`config.mk`:
```
export PLATFORM = sky130hd
export DESIGN_NAME = car_input_ctrl
export DESIGN_NICKNAME = d
export VERILOG_FILES = /design/src/rtl/game_pkg.sv /design/src/rtl/button_debounce.sv /design/src/rtl/car_input_ctrl.sv
export SDC_FILE = /design/constraint.sdc
export NUM_CORES = 1
export LEC_CHECK = 0
export ABC_CLOCK_PERIOD_IN_PS = 3000
export BUFFER_PORTS_ARGS = -buffer_cell sky130_fd_sc_hd__buf_2
export CORE_ASPECT_RATIO = 0.6
export CORE_MARGIN = 10
export CORE_UTILIZATION = 30
export CTS_CLUSTER_DIAMETER = 100
export DETAILED_ROUTE_END_ITERATION = 8
export SLEW_MARGIN = 20
export SYNTH_ARGS = -nofsm -noshare
export SYNTH_HDL_FRONTEND = slang
export SYNTH_SLANG_ARGS = --single-unit
```
`constraint.sdc`:
```
create_clock -name i_clk -period 3 [get_ports i_clk]
set_input_delay 0.15 -clock i_clk [delete_from_list [all_inputs] [get_ports i_clk]]
set_output_delay 0.15 -clock i_clk [all_outputs]
set_load 0.01 [all_outputs]
```
`src/rtl/game_pkg.sv`:
```
// Shared constants, per-car output payload and helpers for the car input conditioning path.
package game_pkg;

    localparam int unsigned ACC_WIDTH    = 3;
    localparam int unsigned BTN_THROTTLE = 0;
    localparam int unsigned BTN_BRAKE    = 1;
    localparam int unsigned BTN_LEFT     = 2;
    localparam int unsigned BTN_RIGHT    = 3;

    localparam logic [1:0] OMEGA_POS  = 2'b10;
    localparam logic [1:0] OMEGA_NEG  = 2'b00;
    localparam logic [1:0] OMEGA_HOLD = 2'b01;

    typedef struct packed {
        logic [ACC_WIDTH-1:0] acc;
        logic [1:0]           omega;
        logic                 turbo_active;
    } car_ctrl_t;

    // Width of a counter that must hold 0..max_val (never narrower than 1 bit).
    function automatic int unsigned cnt_width(input int unsigned max_val);
        return (max_val > 0) ? $clog2(max_val + 1) : 1;
    endfunction

    function automatic logic [1:0] omega_code(input logic left, input logic right);
        if (left && !right) return OMEGA_POS;
        if (right && !left) return OMEGA_NEG;
        return OMEGA_HOLD;
    endfunction

endpackage

```
`src/rtl/button_debounce.sv`:
```
// One raw active-low button: 2-flop synchroniser, inversion and a hold-time debounce counter.
module button_debounce
    import game_pkg::*;
#(
    parameter int unsigned DEBOUNCE_CYCLES = 250000
) (
    input  logic i_clk,
    input  logic i_rst_n,
    input  logic i_btn_n,
    output logic o_btn
);

    localparam int unsigned CNT_W = cnt_width(DEBOUNCE_CYCLES - 1);

    logic [1:0]       r_sync;
    logic             r_stable;
    logic [CNT_W-1:0] r_cnt;
    logic             w_level;

    assign w_level = ~r_sync[1];
    assign o_btn   = r_stable;

    always_ff @(posedge i_clk or negedge i_rst_n) begin
        if (!i_rst_n) begin
            r_sync   <= 2'b11;
            r_stable <= 1'b0;
            r_cnt    <= '0;
        end else begin
            r_sync <= {r_sync[0], i_btn_n};
            // Counter only runs while the level disagrees with the stable state.
            if (w_level == r_stable) begin
                r_cnt <= '0;
            end else if (r_cnt == CNT_W'(DEBOUNCE_CYCLES - 1)) begin
                r_stable <= ~r_stable;
                r_cnt    <= '0;
            end else begin
                r_cnt <= r_cnt + CNT_W'(1);
            end
        end
    end

endmodule

```
`src/rtl/car_input_ctrl.sv`:
```
// Button conditioning for two cars: debounce, frame-stepped acceleration ramp and steering code.
// Optional turbo boost is built only when CAR_INPUT_TURBO_EN is defined.
module car_input_ctrl
    import game_pkg::*;
#(
    parameter int unsigned DEBOUNCE_CYCLES = 250000,
    parameter int unsigned ACC_MAX         = 7,
    parameter int unsigned RAMP_FRAMES     = 4,
    parameter int unsigned TURBO_FRAMES    = 30,
    parameter int unsigned TURBO_COOLDOWN  = 120
) (
    input  logic                 i_clk,
    input  logic                 i_rst_n,
    input  logic                 i_frame_tick,
    input  logic [3:0]           i_car1_btn_n,
    input  logic [3:0]           i_car2_btn_n,
    input  logic                 i_car1_turbo_n,
    input  logic                 i_car2_turbo_n,
    output logic [ACC_WIDTH-1:0] o_car1_acc,
    output logic [ACC_WIDTH-1:0] o_car2_acc,
    output logic [1:0]           o_car1_omega,
    output logic [1:0]           o_car2_omega,
    output logic                 o_car1_turbo_active,
    output logic                 o_car2_turbo_active
);

    localparam int unsigned RAMP_W = cnt_width(RAMP_FRAMES - 1);
    localparam car_ctrl_t   RST_OUT = '{acc: '0, omega: OMEGA_HOLD, turbo_active: 1'b0};

    logic [3:0] w_btn_raw_n [2];
    logic [3:0] w_btn       [2];

    assign w_btn_raw_n[0] = i_car1_btn_n;
    assign w_btn_raw_n[1] = i_car2_btn_n;

`ifdef CAR_INPUT_TURBO_EN
    localparam int unsigned TURBO_W = cnt_width(TURBO_FRAMES);
    localparam int unsigned COOL_W  = cnt_width(TURBO_COOLDOWN);

    logic [1:0] w_turbo_raw_n;
    logic [1:0] w_turbo;

    assign w_turbo_raw_n = {i_car2_turbo_n, i_car1_turbo_n};
`else
    logic w_unused_turbo;
    assign w_unused_turbo = i_car1_turbo_n ^ i_car2_turbo_n;
`endif

    for (genvar c = 0; c < 2; c++) begin : g_car
        for (genvar b = 0; b < 4; b++) begin : g_btn
            button_debounce #(.DEBOUNCE_CYCLES(DEBOUNCE_CYCLES)) u_btn (
                .i_clk   (i_clk),
                .i_rst_n (i_rst_n),
                .i_btn_n (w_btn_raw_n[c][b]),
                .o_btn   (w_btn[c][b])
            );
        end

        car_ctrl_t         r_out, w_out_nxt;
        logic [RAMP_W-1:0] r_ramp, w_ramp_nxt;
        logic              w_ramp_en;
`ifdef CAR_INPUT_TURBO_EN
        logic               r_tprev, w_tprev_nxt;
        logic [TURBO_W-1:0] r_tcnt, w_tcnt_nxt;
        logic [COOL_W-1:0]  r_cool, w_cool_nxt;

        button_debounce #(.DEBOUNCE_CYCLES(DEBOUNCE_CYCLES)) u_turbo (
            .i_clk   (i_clk),
            .i_rst_n (i_rst_n),
            .i_btn_n (w_turbo_raw_n[c]),
            .o_btn   (w_turbo[c])
        );

        always_ff @(posedge i_clk or negedge i_rst_n) begin
            if (!i_rst_n) begin
                r_tprev <= 1'b0;
                r_tcnt  <= '0;
                r_cool  <= '0;
            end else begin
                r_tprev <= w_tprev_nxt;
                r_tcnt  <= w_tcnt_nxt;
                r_cool  <= w_cool_nxt;
            end
        end
`endif

        always_ff @(posedge i_clk or negedge i_rst_n) begin
            if (!i_rst_n) begin
                r_out  <= RST_OUT;
                r_ramp <= '0;
            end else begin
                r_out  <= w_out_nxt;
                r_ramp <= w_ramp_nxt;
            end
        end

        // Everything advances only on a frame tick; between ticks state holds.
        always_comb begin
            w_out_nxt  = r_out;
            w_ramp_nxt = r_ramp;
            w_ramp_en  = 1'b0;
`ifdef CAR_INPUT_TURBO_EN
            w_tprev_nxt = r_tprev;
            w_tcnt_nxt  = r_tcnt;
            w_cool_nxt  = r_cool;
`endif
            if (i_frame_tick) begin
                w_out_nxt.omega = omega_code(w_btn[c][BTN_LEFT], w_btn[c][BTN_RIGHT]);
`ifdef CAR_INPUT_TURBO_EN
                w_tprev_nxt = w_turbo[c];
                if (r_out.turbo_active) begin
                    w_out_nxt.acc = ACC_WIDTH'(ACC_MAX);
                    w_ramp_nxt    = '0;
                    w_tcnt_nxt    = r_tcnt - TURBO_W'(1);
                    if (r_tcnt == TURBO_W'(1)) begin
                        w_out_nxt.turbo_active = 1'b0;
                        w_cool_nxt             = COOL_W'(TURBO_COOLDOWN);
                    end
                end else if (w_turbo[c] && !r_tprev && (r_cool == '0)) begin
                    w_out_nxt.turbo_active = 1'b1;
                    w_out_nxt.acc          = ACC_WIDTH'(ACC_MAX);
                    w_tcnt_nxt             = TURBO_W'(TURBO_FRAMES);
                    w_ramp_nxt             = '0;
                end else begin
                    if (r_cool != '0) w_cool_nxt = r_cool - COOL_W'(1);
                    w_ramp_en = 1'b1;
                end
`else
                w_ramp_en = 1'b1;
`endif
                if (w_ramp_en) begin
                    if (w_btn[c][BTN_BRAKE]) begin
                        w_out_nxt.acc = '0;
                        w_ramp_nxt    = '0;
                    end else if (w_btn[c][BTN_THROTTLE]) begin
                        if (r_ramp == RAMP_W'(RAMP_FRAMES - 1)) begin
                            w_ramp_nxt = '0;
                            if (r_out.acc < ACC_WIDTH'(ACC_MAX))
                                w_out_nxt.acc = r_out.acc + ACC_WIDTH'(1);
                        end else begin
                            w_ramp_nxt = r_ramp + RAMP_W'(1);
                        end
                    end else begin
                        w_ramp_nxt = '0;
                        if (r_out.acc != '0) w_out_nxt.acc = r_out.acc - ACC_WIDTH'(1);
                    end
                end
            end
        end
    end

    assign o_car1_acc          = g_car[0].r_out.acc;
    assign o_car2_acc          = g_car[1].r_out.acc;
    assign o_car1_omega        = g_car[0].r_out.omega;
    assign o_car2_omega        = g_car[1].r_out.omega;
    assign o_car1_turbo_active = g_car[0].r_out.turbo_active;
    assign o_car2_turbo_active = g_car[1].r_out.turbo_active;

endmodule

```
==> metrics <==
count of synthesis-stage warnings from yosys=0; hold bufs inserted after CTS=9; Bufs on Longest Clock Path=2; data arrival time of the critical path=2.39 ns; Max-slew headroom=0.478; crit start category=flop; total standard cell area after synthesis=about 9000 sq um; layout cell share with drive strength beyond 1=0.119; weighted congestion reported at the end of routability-driven placement=~0.8; run status=completed; die outline area=36900 sq um; final clock skew=0.0152 ns; max-slew violation total from the final report=0; vias in the first global route=5868; Synth Area per Inst=10.4 sq um; Hold/Removal Path Class=input port to flop; count of buffers added by post-CTS timing repair for setup=0; leading cell types in the layout, fill and taps excluded=sky130_fd_sc_hd__dfrtp_1 (164), sky130_fd_sc_hd__nor2_1 (142), sky130_fd_sc_hd__xnor2_1 (91), sky130_fd_sc_hd__nand3_1 (51), sky130_fd_sc_hd__nor4_1 (42); total routing resource utilization after global routing=0.0983; PortBufs=20; gr ovfl total=0; number of placement rows=48; number of maximum-capacitance constraint violations=0; library cell contributing the largest single delay on the critical path=sky130_fd_sc_hd__o21ai_2; initial core utilization=0.306; RSZ-0062 raised after global routing=false; worst reg-to-reg setup slack=~0.9 ns; CTS clk-pin slew, worst paths=roughly 0.070 ns; die width=about 240 um; Placeable Area=between 20000 and 30000 sq um; DRT Pass-1 Iters=5; share of the clock period used by the worst path after layout=0.701; maximum fanout count along the critical path=18; flip-flop and latch count after synthesis=182; relative area change from synthesis to final layout=14.2%; worst skew pair latency=0.45 ns; terminus of the critical flop-to-flop path=g_car[1].g_btn[2].u_btn.r_cnt[4]; static leakage=0.00395 uW; Final HPWL DP=about 12000 um; leading cell type in the layout, fill and taps excluded=sky130_fd_sc_hd__dfrtp_1; Worst Setup EP=g_car[1].g_btn[2].u_btn.r_cnt[4]; average vias per placed instance=roughly 4.7; Post-Route WL=17100 um; CTS buffer count=17; transition at the pin with the smallest max-transition slack=roughly 0.78 ns; data required time of the worst path=3.29 ns; capturing element type of the critical path=flop; number of nets with antenna violations after routing=0; worst ir drop on vdd=0.000304 V; Yosys cell types=42; critical path class=flop to flop; post-route minimum period=2.10 ns; Final nets=923; Hold Fails Final Rpt=0; Register-to-Register Path Depth=5; CTS H-tree lvls=4; average wire length per cell after detail routing=13.1 um; largest net degree at the start of global routing=80; pwr dens=512 nW/um^2; ordered list of cells on the worst path=ha_1 > nand3_1 > or3_1 > o21ai_2 > nor2_1; final non-filler cell total=1309; wire length of the first global-routing pass=29900 um; height of the chip=153 um; critical path's largest stage delay=0.63 ns; number of placed I/O pins=25; total inserted antenna cells=0; cell chosen for the clock root=sky130_fd_sc_hd__clkbuf_16; antenna violations before repair=0; cells resized by post-CTS repair=0; drt initial violations=around 410; Mapped Cells=852; reg-to-reg critical path startpoint=g_car[1].g_btn[2].u_btn.r_cnt[0]; final sum of negative setup slack=0 ns; Main synth FF type=sky130_fd_sc_hd__dfrtp_1; TritonCTS clock tree=built; dpl cells=1268; count of endpoints failing setup in the final report=0; number of clock sinks=182; drt drc=0; total number of vias=6186; Critical Path Start=g_car[1].g_btn[2].u_btn.r_cnt[0]; Highest Clock Rate=roughly 0.48 GHz; number of enable flip-flop cells after synthesis=0; Async SR Flop Fraction=1.00; register area share after synthesis=0.518
worst min path at each step:
stage | from | end | slack (ns) | cells after the start
floorplan | i_rst_n | g_car[0].g_btn[0].u_btn.o_btn | -0.15 | 0
CTS | i_frame_tick | g_car[1].r_ramp[1] | 0.08 | 3
finish | i_frame_tick | g_car[1].r_ramp[1] | 0.1 | 3
global route | i_frame_tick | g_car[1].r_ramp[1] | 0.1 | 3
global placement | i_rst_n | g_car[0].g_btn[1].u_btn.r_cnt[16] | 0.23 | 1
detailed placement | i_rst_n | g_car[0].g_btn[1].u_btn.r_cnt[16] | 0.24 | 1
routing by layer:
metal	GRT usage	routed length, um
met5	0	0
met1	0.149	9540
met3	0.0314	637
met2	0.129	6810
met4	0.0248	157
per-stage QoR:
stage / hold slack (ns) / cell area [sq um] / setup WS (ns) / power [uW] / util
final: 0.0999 / 10100 / 0.896 / 5160 / 0.349
after global routing: 0.0989 / 10100 / 0.641 / 5420 / 0.349
after global placement: 0.235 / 9420 / 0.910 / 3040 / 0.326
after detailed placement: 0.237 / 9420 / 0.884 / 3050 / 0.326
after CTS: 0.0836 / 10100 / 0.870 / 5260 / 0.349
after floorplan: -0.146 / 8830 / 1.15 / 2880 / -
synth_stat cells (13+ instances only):
master,count,area share
sky130_fd_sc_hd__nand3_1,51,0.029
sky130_fd_sc_hd__o31ai_1,16,0.014
sky130_fd_sc_hd__inv_1,37,0.016
sky130_fd_sc_hd__a21oi_1,19,0.011
sky130_fd_sc_hd__nand4_1,32,0.023
sky130_fd_sc_hd__or4_1,13,0.011
sky130_fd_sc_hd__o21ai_0,23,0.013
sky130_fd_sc_hd__nand2_1,41,0.017
sky130_fd_sc_hd__dfrtp_1,164,0.46
sky130_fd_sc_hd__nor3_1,26,0.015
sky130_fd_sc_hd__nor4_1,42,0.030
sky130_fd_sc_hd__dfstp_2,18,0.054
sky130_fd_sc_hd__nor2_1,142,0.060
sky130_fd_sc_hd__xor2_1,30,0.030
sky130_fd_sc_hd__xnor2_1,91,0.090
flip-flops by register name, indices dropped and copies added, names as in the netlist:
register	cells
o_car2_acc	3
g_car.r_ramp	4
o_car1_acc	3
o_car1_omega	2
g_car.g_btn.u_btn.r_sync	16
o_car2_omega	2
g_car.g_btn.u_btn.r_cnt	144
g_car.g_btn.u_btn.o_btn	8
logic make-up after synthesis:
kind of cell               share of synthesized area
AOI/OAI and AO/OA                             0.0558
xor gates and xnor gates                       0.120
adders and majority gates                     0.0215
buffers and inverters                         0.0248
DFF                                            0.518
muxes                                         0.0122
other                                       0.000425
and+or+nand+nor                                0.247
worst max-delay path: cells and delay by family (launching register included):
| kind | cells | cell delay [ns] |
|---|---|---|
| simple gates | 3 | 0.68 |
| flops | 1 | 0.39 |
| fa+ha+maj | 1 | 0.25 |
| compound gates | 1 | 0.63 |
power breakdown:
group	internal, uW	total [uW]	switching, uW
clock	1170	2170	996
sequential	2540	2620	83.6
combinational	151	375	224
total	3860	5160	1300
layout make-up:
cell class / instances / area, sq um
clock buffers: 18 / 439
inverters: 38 / 143
clock inverters: 14 / 129
fillers: 2885 / 18800
well taps: 400 / 500
repair buffers: 35 / 256
multi-input cells: 622 / 4040
flip-flops and latches: 182 / 4580
Note: power is estimated with default switching activity, not from simulation.
